===== src/rtl/multdiv_sequencer.sv =====
// Execute-stage controller for the shared multi-cycle multiply/divide unit: start pulse,
// pipeline stall while the unit works, and a single writeback of result or status code.
module multdiv_sequencer #(
  parameter int unsigned TIMEOUT = 40  // legal range 2..63 (6-bit wait counter)
) (
  input  logic        clock,
  input  logic        reset,
  input  logic        x_valid,
  input  logic [4:0]  x_opcode,
  input  logic [4:0]  x_aluop,
  input  logic [4:0]  x_rd,
  input  logic        md_ready,
  input  logic        md_exception,
  input  logic [31:0] md_result,
  output logic        ctrl_mult,
  output logic        ctrl_div,
  output logic        stall,
  output logic        busy,
  output logic        wb_valid,
  output logic [4:0]  wb_rd,
  output logic [31:0] wb_data
);

  localparam logic [4:0]  OpRtype     = 5'b00000;
  localparam logic [4:0]  AluMul      = 5'b00110;
  localparam logic [4:0]  AluDiv      = 5'b00111;
  localparam logic [4:0]  RegStatus   = 5'd30;
  localparam logic [31:0] CodeMulExc  = 32'd4;
  localparam logic [31:0] CodeDivExc  = 32'd5;
  localparam logic [31:0] CodeTimeout = 32'd6;
  localparam logic [5:0]  CntLast     = 6'(TIMEOUT - 1);

  typedef enum logic [1:0] {StIdle, StStart, StWait, StDone} state_e;

  state_e      state_q;
  logic [5:0]  cnt_q;
  logic        is_div_q;
  logic [4:0]  rd_q;
  logic        ctrl_mult_q;
  logic        ctrl_div_q;
  logic        busy_q;
  logic        wb_valid_q;
  logic [4:0]  wb_rd_q;
  logic [31:0] wb_data_q;
  logic        detect;

  assign detect = x_valid && (x_opcode == OpRtype) &&
                  ((x_aluop == AluMul) || (x_aluop == AluDiv));

  // Reset gates stall so it drops in the same cycle, even if X still holds a mul/div.
  always_comb begin
    stall = 1'b0;
    if (!reset) begin
      stall = ((state_q == StIdle) && detect) || (state_q == StStart) || (state_q == StWait);
    end
  end

  always_ff @(posedge clock or posedge reset) begin
    if (reset) begin
      state_q     <= StIdle;
      cnt_q       <= 6'd0;
      is_div_q    <= 1'b0;
      rd_q        <= 5'd0;
      ctrl_mult_q <= 1'b0;
      ctrl_div_q  <= 1'b0;
      busy_q      <= 1'b0;
      wb_valid_q  <= 1'b0;
      wb_rd_q     <= 5'd0;
      wb_data_q   <= 32'd0;
    end else begin
      ctrl_mult_q <= 1'b0;
      ctrl_div_q  <= 1'b0;
      busy_q      <= 1'b0;
      wb_valid_q  <= 1'b0;
      wb_rd_q     <= 5'd0;
      wb_data_q   <= 32'd0;
      case (state_q)
        StIdle: begin
          if (detect) begin
            is_div_q    <= (x_aluop == AluDiv);
            rd_q        <= x_rd;
            ctrl_mult_q <= (x_aluop == AluMul);
            ctrl_div_q  <= (x_aluop == AluDiv);
            busy_q      <= 1'b1;
            state_q     <= StStart;
          end
        end
        StStart: begin
          cnt_q   <= 6'd0;
          busy_q  <= 1'b1;
          state_q <= StWait;
        end
        StWait: begin
          cnt_q <= cnt_q + 6'd1;
          // Ready takes priority over a coincident timeout.
          if (md_ready) begin
            state_q    <= StDone;
            wb_valid_q <= md_exception || (rd_q != 5'd0);
            wb_rd_q    <= md_exception ? RegStatus : rd_q;
            if (md_exception) begin
              wb_data_q <= is_div_q ? CodeDivExc : CodeMulExc;
            end else begin
              wb_data_q <= md_result;
            end
          end else if (cnt_q == CntLast) begin
            state_q    <= StDone;
            wb_valid_q <= 1'b1;
            wb_rd_q    <= RegStatus;
            wb_data_q  <= CodeTimeout;
          end else begin
            busy_q <= 1'b1;
          end
        end
        StDone: begin
          state_q <= StIdle;
        end
        default: begin
          state_q <= StIdle;
        end
      endcase
    end
  end

  assign ctrl_mult = ctrl_mult_q;
  assign ctrl_div  = ctrl_div_q;
  assign busy      = busy_q;
  assign wb_valid  = wb_valid_q;
  assign wb_rd     = wb_rd_q;
  assign wb_data   = wb_data_q;

endmodule


===== config.mk =====
export PLATFORM = sky130hd
export DESIGN_NAME = multdiv_sequencer
export DESIGN_NICKNAME = d
export VERILOG_FILES = /design/src/rtl/multdiv_sequencer.sv
export SDC_FILE = /design/constraint.sdc
export NUM_CORES = 1
export LEC_CHECK = 0
export CORE_MARGIN = 2
export CORE_UTILIZATION = 30
export DETAILED_ROUTE_END_ITERATION = 6
export DONT_BUFFER_PORTS = 1
export HOLD_SLACK_MARGIN = 0.08
export PLACE_DENSITY = 0.57
export SYNTH_ARGS = -nofsm -noshare
export SYNTH_HDL_FRONTEND = slang
export SYNTH_SLANG_ARGS = --single-unit
export TNS_END_PERCENT = 50

===== constraint.sdc =====
create_clock -name clock -period 1.65 [get_ports clock]
set_input_delay 0.165 -clock clock [delete_from_list [all_inputs] [get_ports clock]]
set_output_delay 0.165 -clock clock [all_outputs]
set_load 0.02 [all_outputs]

==> results.py, run 1 <==
metrics = {
    "power": {
        "pwr-share-seq_pct": 51.1,
        "p_sw_uw": 1083,
        "pwr-share-clk_pct": 20.3,
        "pwr_density_cell_nw_per_um2": 1172,
        "irDropWorstVdd_v": 0.0003397,
        "swShare_pct": 32.30,
        "combPwrFrac_pct": 28.7,
        "p_leak_uw": 0.001365,
        "p_int_uw": 2271,
    },
    "hold_path": {
        "worstHoldPathType": "primary input to flop",
    },
    "sta": {
        "tightestPinTransition_ns": 0.3663,
        "report.final.hold_viol_count": 0,
        "slew_violations": 0,
        "report.final.setup_viol": 0,
        "period_minus_slack_ns": 1.588,
        "slew_headroom_pct": 75.58,
        "worst_slack_ns": 0.06228,
        "fin_crit_sh_pct": 96.23,
        "clock_skew_ns": 0.003983,
        "fin_hold_ws_ns": 0.1862,
        "fmax_mhz": 629.8,
    },
    "cts": {
        "cts_num_sinks": 55,
        "clkTransAtPathRegs_ns": 0.09,
        "clk_latency_ns": 0.30,
        "cts.path.max_buffers": 2,
        "h-tree-depth": 2,
        "numCtsBuffers": 5,
        "tritoncts": "done",
        "root_buffer": "clkbuf_8",
    },
    "setup_path": {
        "path_max_fanout": 9,
        "cpMostUsedCell": "buf_6",
        "crit_buf_inv": 3,
        "path_delay_family": "flip-flops",
        "crit_slowest_cell": "dfrtp_1",
        "crit_chain": "inv_2, ha_2, buf_6, nor2_1, a21oi_2, buf_6",
        "cp-end-kind": "primary output",
        "worst_setup_path_start_kind": "flop",
        "path_class": "flop to primary output",
        "arrival_ns": 1.42,
        "cpPeakStageDelay_ns": 0.40,
        "rrSetupSlack_ns": 0.10,
        "critPathRequiredTime_ns": 1.48,
    },
    "drt": {
        "vias_per_cell": 4.435,
        "routed_wl_um": 4312,
        "dr.pass1.iters": 6,
        "drc": 0,
        "drt-wirelength-per-cell_um": 13.39,
        "ant_nets": 0,
        "vias": 1428,
        "dr.first_iter.drc_count": 88,
    },
    "placement": {
        "place_ws_ns": 0.06212,
        "numPortBuffers": 0,
        "dp_hpwl_um": 2872,
        "gp_congestion": 0.7801,
    },
    "yosys": {
        "yosysWarningCount": 0,
        "yosysTopAreaCellShare_pct": 64.94,
        "synth.area.top_cells": "dfrtp_1 (65%), and2_1 (9.1%), ha_1 (3.5%)",
        "yosysMostFrequentCell": "dfrtp_1",
        "synthFlopType": "dfrtp_1",
        "synth_common_cells": "dfrtp_1 (55), and2_1 (31), nor2_1 (19), nand2_1 (9), ha_1 (6)",
        "synth_async_sr_flop_share_pct": 100.0,
        "ys_types": 32,
        "syn_area_um2": 2120,
        "ys_seq_area_share_pct": 64.94,
        "ys_ff_latch": 55,
        "synth_cells": 169,
        "syn_nets": 227,
        "synth_top_area_cell": "dfrtp_1",
        "avgSynthCellArea_um2": 12.54,
        "synth_edf_count": 0,
    },
    "flow_run": {
        "drv_cap": 0,
    },
    "finish": {
        "drive_gt1_share_pct": 17.70,
        "area_delta_synth_final_pct": 35.01,
        "diodes": 0,
        "num-nets-final": 285,
    },
    "floorplanning": {
        "rows": 30,
        "pin_count": 94,
        "start_util_pct": 31.03,
        "die_y_um": 88.06,
        "die_w_um": 88.06,
        "core_area_um2": 6832,
        "dieArea_um2": 7754,
    },
    "global_routing": {
        "grt_overflow": 0,
        "grt_max_degree": 31,
        "grt_pass1_vias": 1458,
        "grt_pass1_wl_um": 6727,
        "grtUsageTotal_pct": 11.28,
        "antenna_found_initial": 0,
    },
    "status": {
        "status": "finished clean",
    },
}
==> worst min-delay path, cell delays in order <==
cell,delay [ns]
nand2b_1,0.12
nor2_1,0.12
nor2_1,0.04
==> area by class of cell <==
| cell class | instances | area [um^2] |
|---|---|---|
| Multi-Input combinational cell | 104 | 724.4 |
| Sequential cell | 55 | 1376 |
| Clock inverter | 1 | 7.507 |
| Timing Repair Buffer | 56 | 545.5 |
| Tap cell | 96 | 120.1 |
| Inverter | 5 | 18.77 |
| Clock buffer | 5 | 68.82 |
| Fill cell | 649 | 3970 |
==> state kept, by name (all words and copies together), names as in the netlist <==
signal and cells:
ctrl_mult 1, is_div_q 1, wb_rd 5, cnt_q 6, wb_valid 1, state_q 2, wb_data 32, ctrl_div 1
busy 1, rd_q 5
==> stage by stage <==
stage / util, % / cells / total power (uW) / setup TNS, ns / area (um^2)
floorplan: - / 169 / 2230 / 0 / 2120
global placement: 33.53 / 268 / 2447 / 0 / 2291
detailed placement: 33.53 / 268 / 2457 / 0 / 2291
CTS: 41.15 / 318 / 3268 / 0 / 2811
global route: 41.89 / 322 / 3606 / -0.009935 / 2861
finish: 41.89 / 322 / 3354 / 0 / 2861
==> layer usage <==
metal / vias to the layer above / global-route usage, % / wire, um
li1: 663 / - / -
met2: 58 / 20.25 / 2320
met5: - / 0 / 0
met1: 699 / 12.67 / 1652
met4: 0 / 3.719 / 67
met3: 8 / 3.582 / 271
==> cells by family after synthesis <==
family	after synthesis	synth area share (%)
and+or+nand+nor	74	20.25
DFF	55	64.94
xor gates and xnor gates	1	0.4133
buffers and inverters	10	1.889
AOI/OAI and AO/OA	15	4.841
adders and majority gates	6	3.542
muxes	8	4.132
==> repair_timing <==
item / CTS / global route
hold buffers: 42 / 0
gates resized for setup: 3 / 6
gates cloned: 0 / 0
pin swaps: 1 / 4
buffers inserted: 2 / 4
setup endpoints to repair: 1 / 2
endpoints found under the hold margin: 94 / 0
==> power groups by stage <==
stage	logic, uW	clock network (uW)	registers [uW]
CTS	847	708	1710
global placement	707	0	1740
detailed placement	713	0	1740
finish	961	679	1710
global route	1080	786	1740
floorplan	510	0	1720
==> path summary, 6_finish.rpt <==
check | start | to | cells past startpoint
hold / removal | md_ready | wb_rd[1]$_DFF_PP0_ | 3
setup reg to reg | cnt_q[1]$_DFFE_PP0P_ | state_q[1]$_DFFE_PP0P_ | 5
setup / recovery | state_q[0]$_DFFE_PP0P_ | stall | 6
hold reg to reg | rd_q[4]$_DFFE_PP0P_ | rd_q[4]$_DFFE_PP0P_ | 1
min in group asynchronous | reset | busy$_DFF_PP0_ | 3
max in group asynchronous | reset | wb_data[4]$_DFF_PP0_ | 3
==> layout by cell type (no fill, tap or decap), drive strengths merged <==
cell type     n
a311oi        1
xor2          1
and2b         1
or3           1
dlygate4sd3  42
clkinvlp      1
mux2i         2
and2         31
nor2b         1
nand2b        2
and4bb        1
o21ai         4
nor4          2
inv           5
a21oi         6
mux2          6
nand3         4
nand2         9
nor3          1
dfrtp        55
ha            6
a2bb2oi       1
a31o          1
a21o          2
nand4         2
buf          14
clkbuf        5
nor2         19
Note: power is estimated with default switching activity, not from simulation.
==> inputs of run 2 (changes only) <==
--- a/config.mk
+++ b/config.mk
@@ -11,6 +11,7 @@
 export DONT_BUFFER_PORTS = 1
 export HOLD_SLACK_MARGIN = 0.08
 export PLACE_DENSITY = 0.57
+export SKIP_CTS_REPAIR_TIMING = 1
 export SYNTH_ARGS = -nofsm -noshare
 export SYNTH_HDL_FRONTEND = slang
 export SYNTH_SLANG_ARGS = --single-unit
==> run 2 against run 1 <==
Setup slack got worse by 0.019 ns. Fmax decreased by 1.2%. Final cell count decreased by 0.31%. Combinational power decreased by 1%. Via count decreased by 2.0%. Critical path type unchanged.
==> results.py, run 2 (synthesized netlist as in run 1, its figures left out) <==
metrics = {
    "drt": {
        "dr.first_iter.drc_count": 57,
        "dr.pass1.iters": 4,
        "vias_per_cell": 4.361,
        "ant_nets": 0,
        "vias": 1400,
        "drc": 0,
        "drt-wirelength-per-cell_um": 13.33,
        "routed_wl_um": 4279,
    },
    "status": {
        "status": "finished clean",
    },
    "finish": {
        "seqCellArea_um2": 1376,
        "final_area_um2": 2858,
        "largest_reg_flops": 32,
        "mostFrequentLayoutCell": "dfrtp_1",
        "diodes": 0,
        "drive_gt1_share_pct": 16.89,
        "fin_util_pct": 41.83,
        "num-nets-final": 284,
        "fillCellCount": 650,
        "final_cell_mix": "dfrtp_1 (55), dlygate4sd3_1 (42), and2_1 (31)",
        "area_delta_synth_final_pct": 34.83,
        "multiInputGateArea_um2": 724.4,
    },
    "setup_path": {
        "endpoint": "stall",
        "r2r-end": "state_q[1]$_DFFE_PP0P_",
        "arrival_ns": 1.44,
        "r2r_start": "cnt_q[1]$_DFFE_PP0P_",
        "critPathRequiredTime_ns": 1.48,
        "worstRegToRegCells": 5,
        "setup.worst_path.start": "state_q[0]$_DFFE_PP0P_",
        "path_max_fanout": 9,
        "path_class": "flop to primary output",
        "worst_setup_path_start_kind": "flop",
        "cp-end-kind": "primary output",
        "rrSetupSlack_ns": 0.09,
    },
    "sta": {
        "report.final.hold_viol_count": 0,
        "report.final.setup_viol": 0,
        "fmax_mhz": 622.6,
        "fin_crit_sh_pct": 97.35,
        "rsz0062_at_grt": "true",
        "tightestPinTransition_ns": 0.3695,
        "slew_violations": 0,
        "setup-tns-final_ns": 0,
        "clock_skew_ns": 0.003984,
        "slew_headroom_pct": 75.37,
        "period_minus_slack_ns": 1.606,
    },
    "floorplanning": {
        "die_y_um": 88.06,
        "start_util_pct": 31.03,
        "die_w_um": 88.06,
        "dieArea_um2": 7754,
        "core_area_um2": 6832,
        "rows": 30,
        "pin_count": 94,
    },
    "placement": {
        "gp_congestion": 0.7801,
        "dpl-instance-area_um2": 2291,
        "dp_hpwl_um": 2872,
        "numPortBuffers": 0,
    },
    "global_routing": {
        "grt_pass1_vias": 1245,
        "grt_max_degree": 31,
        "grt_pass1_wl_um": 6099,
        "grt_overflow": 0,
        "grtUsageTotal_pct": 10.24,
        "antenna_found_initial": 0,
    },
    "cts": {
        "tritoncts": "done",
        "root_buffer": "clkbuf_8",
        "clkTransAtPathRegs_ns": 0.09,
        "h-tree-depth": 2,
        "numCtsBuffers": 5,
        "cts_num_sinks": 55,
        "cts.path.max_buffers": 2,
        "clk_latency_ns": 0.30,
    },
    "hold_path": {
        "worstHoldStart": "md_ready",
        "worstHoldPathType": "primary input to flop",
    },
    "power": {
        "p_leak_uw": 0.001363,
        "irDropWorstVdd_v": 0.0003758,
        "pwr_density_cell_nw_per_um2": 1170,
    },
    "flow_run": {
        "drv_cap": 0,
    },
}
[run 2: cell count changes in the layout (fill, tap and decap cells not counted), sizes merged]
cell	before	now
buf	14	13
[run 2: worst min-delay path by stage]
stage | depth (start not counted) | slack [ns] | to
floorplan | 1 | 0.23 | ctrl_mult$_DFF_PP0_
global placement | 2 | 0.14 | ctrl_mult$_DFF_PP0_
detailed placement | 2 | 0.14 | busy$_DFF_PP0_
CTS | 2 | -0.19 | is_div_q$_DFFE_PP0P_
global route | 3 | 0.20 | wb_rd[3]$_DFF_PP0_
finish | 3 | 0.19 | wb_rd[1]$_DFF_PP0_
[run 2: report_power, final]
group	switching [uW]	internal, uW
logic	464	483
clock network	397	283
registers	218	1500
[run 2: layout make-up]
| type | instances | share of cell area, % |
|---|---|---|
| sequential | 55 | 48.16 |
| multi-input combinational | 104 | 25.35 |
| timing repair buffer | 55 | 18.96 |
| tap | 96 | 4.203 |
| clock buffer | 5 | 2.408 |
| inverter | 5 | 0.6567 |
| clock inverter | 1 | 0.2627 |
[run 2: critical path, stage by stage (launching register included)]
cell	delay (ns)
dfrtp_1	0.42
inv_2	0.08
ha_2	0.19
buf_6	0.14
nor2_1	0.06
a21oi_2	0.13
buf_6	0.13
[run 2: metrics by stage]
stage	cells	setup slack [ns]	hold WS [ns]	total power [uW]
2_1_floorplan	169	0.07062	0.2314	2230
3_3_place_gp	268	0.07908	0.1406	2447
3_5_place_dp	268	0.06212	0.1393	2457
4_1_cts	274	-0.1784	-0.1941	3151
5_1_grt	321	-0.03573	0.1953	3596
6_report	321	0.04372	0.1868	3345
[run 2: per-layer routing]
metal  routed length, um  share of wire, %  global-route usage, %
met5                   0                 0                      0
met4                  56               1.3                  3.719
met3                 239               5.6                  4.053
met2                2361                55                  17.70
met1                1621                38                  11.43
==> inputs of run 3 (changes only) <==
--- a/config.mk
+++ b/config.mk
@@ -6,11 +6,10 @@
 export NUM_CORES = 1
 export LEC_CHECK = 0
 export CORE_MARGIN = 2
-export CORE_UTILIZATION = 30
+export CORE_UTILIZATION = 35
 export DETAILED_ROUTE_END_ITERATION = 6
-export DONT_BUFFER_PORTS = 1
 export HOLD_SLACK_MARGIN = 0.08
-export PLACE_DENSITY = 0.57
+export PLACE_DENSITY = 0.84
 export SKIP_CTS_REPAIR_TIMING = 1
 export SYNTH_ARGS = -nofsm -noshare
 export SYNTH_HDL_FRONTEND = slang
==> run 3 against run 2 <==
Core utilization is 17 points higher. Die area down 14%. Clock skew grew 0.0032 ns. Sequential share of layout area is 8.4 points lower. Largest power group unchanged. Hold slack improved by 0.064 ns. Power up 13%. Critical endpoint is now state_q[1]$_DFFE_PP0P_. Combinational power up 57%. Via count grew 16%.
==> results.py, run 3 (synthesized netlist as in run 1, its figures left out) <==
metrics = {
    "setup_path": {
        "path_class": "flop to flop",
        "cp-end-kind": "flop",
        "r2r_start": "state_q[0]$_DFFE_PP0P_",
        "r2r-end": "state_q[1]$_DFFE_PP0P_",
        "rrSetupSlack_ns": 0.02,
        "critPathRequiredTime_ns": 1.83,
        "worstRegToRegCells": 7,
        "worst_setup_path_start_kind": "flop",
        "path_max_fanout": 3,
        "arrival_ns": 1.81,
    },
    "power": {
        "combPwrFrac_pct": 39.2,
        "pwr-share-seq_pct": 41.1,
        "finalPower_uw": 3794,
        "swShare_pct": 29.95,
        "p_int_uw": 2657,
        "irDropWorstVdd_v": 0.0005334,
        "p_leak_uw": 0.001619,
        "pwr-share-clk_pct": 19.7,
        "p_sw_uw": 1136,
        "pwr_density_cell_nw_per_um2": 1097,
    },
    "finish": {
        "largest_reg_flops": 32,
        "drive_gt1_share_pct": 18.56,
        "fin_util_pct": 58.76,
        "mostFrequentLayoutCell": "clkdlybuf4s50_1",
        "fillCellCount": 505,
        "final_cell_mix": "clkdlybuf4s50_1 (92), dfrtp_1 (55), and2_1 (31)",
        "num-nets-final": 348,
        "area_delta_synth_final_pct": 63.16,
        "diodes": 0,
    },
    "drt": {
        "drt-wirelength-per-cell_um": 12.44,
        "drc": 0,
        "dr.first_iter.drc_count": 46,
        "dr.pass1.iters": 4,
        "vias_per_cell": 4.426,
        "routed_wl_um": 4554,
        "ant_nets": 0,
        "vias": 1620,
    },
    "cts": {
        "cts.path.max_buffers": 2,
        "root_buffer": "clkbuf_8",
        "clkTransAtPathRegs_ns": 0.09,
        "tritoncts": "done",
        "cts_num_sinks": 55,
        "numCtsBuffers": 5,
        "h-tree-depth": 2,
        "clk_latency_ns": 0.30,
    },
    "flow_run": {
        "drv_cap": 0,
    },
    "sta": {
        "fmax_mhz": 614.1,
        "period_minus_slack_ns": 1.628,
        "rsz0062_at_grt": "true",
        "clock_skew_ns": 0.007164,
        "report.final.setup_viol": 0,
        "tightestPinTransition_ns": 0.3488,
        "report.final.hold_viol_count": 0,
        "slew_violations": 0,
        "fin_crit_sh_pct": 98.69,
        "slew_headroom_pct": 76.75,
    },
    "global_routing": {
        "grtUsageTotal_pct": 13.21,
        "grt_pass1_wl_um": 6699,
        "grt_overflow": 0,
        "antenna_found_initial": 0,
        "grt_pass1_vias": 1586,
        "grt_max_degree": 56,
    },
    "floorplanning": {
        "die_w_um": 81.82,
        "start_util_pct": 36.01,
        "dieArea_um2": 6695,
        "pin_count": 94,
        "die_y_um": 81.82,
        "core_area_um2": 5886,
        "rows": 28,
    },
    "placement": {
        "gp_congestion": 0.7188,
        "dp_hpwl_um": 3533,
        "numPortBuffers": 93,
    },
    "hold_path": {
        "worstHoldPathType": "primary input to asynchronous set/reset pin",
    },
    "status": {
        "status": "finished clean",
    },
}
run 3: layout make-up:
type / instances / area, um^2 / share of cell area [%]
timing repair buffer: 119 / 1150 / 33.25
clock inverter: 1 / 8.758 / 0.2533
multi-input combinational: 104 / 724.4 / 20.95
tap: 75 / 93.84 / 2.713
inverter: 5 / 18.77 / 0.5427
clock buffer: 7 / 86.33 / 2.496
sequential: 55 / 1376 / 39.80
run 3: through the flow:
stage	setup TNS [ns]	hold WS, ns	setup WS (ns)	instance area, um^2	cells
3_5_place_dp	-0.9604	0.5056	-0.3804	3313	354
2_1_floorplan	0	0.2314	0.07062	2120	169
4_1_cts	-0.4723	0.2644	-0.4188	3408	362
5_1_grt	-0.02783	0.2859	-0.02132	3458	366
3_3_place_gp	-0.7906	0.5021	-0.3770	3313	354
6_report	0	0.2512	0.02156	3458	366
run 3: critical path, stage by stage, from the launching register on:
cell	delay, ns
dfrtp_1	0.40
inv_2	0.10
ha_4	0.14
buf_4	0.10
inv_2	0.03
a311oi_2	0.35
a21oi_2	0.08
mux2_4	0.31
run 3: power by group through the flow:
stage	clock network [uW]	registers (uW)	logic, uW
floorplan	0	1720	510
detailed placement	0	1580	1370
global placement	0	1570	1340
global route	820	1570	1610
CTS	776	1560	1380
finish	747	1560	1490
run 3: per-layer routing:
metal  wire length, um  vias up  part of all wire [%]  GRT usage [%]
li1                  -      787                     -              -
met1              1721      765                    38          13.84
met2              2402       61                    53          24.39
met3               354        7                   7.8          3.407
met4                75        0                   1.6          6.333
met5                 0        -                     0              0
run 3: worst max-delay path by stage:
stage | start | end | slack (ns) | depth (start not counted)
after CTS | state_q[0]$_DFFE_PP0P_ | stall | -0.42 | 5
after global routing | state_q[0]$_DFFE_PP0P_ | state_q[1]$_DFFE_PP0P_ | -0.02 | 7
after detailed placement | x_opcode[0] | stall | -0.38 | 5
after global placement | x_opcode[0] | stall | -0.38 | 5
final | state_q[0]$_DFFE_PP0P_ | state_q[1]$_DFFE_PP0P_ | 0.02 | 7
after floorplan | state_q[0]$_DFFE_PP0P_ | state_q[1]$_DFFE_PP0P_ | 0.07 | 7
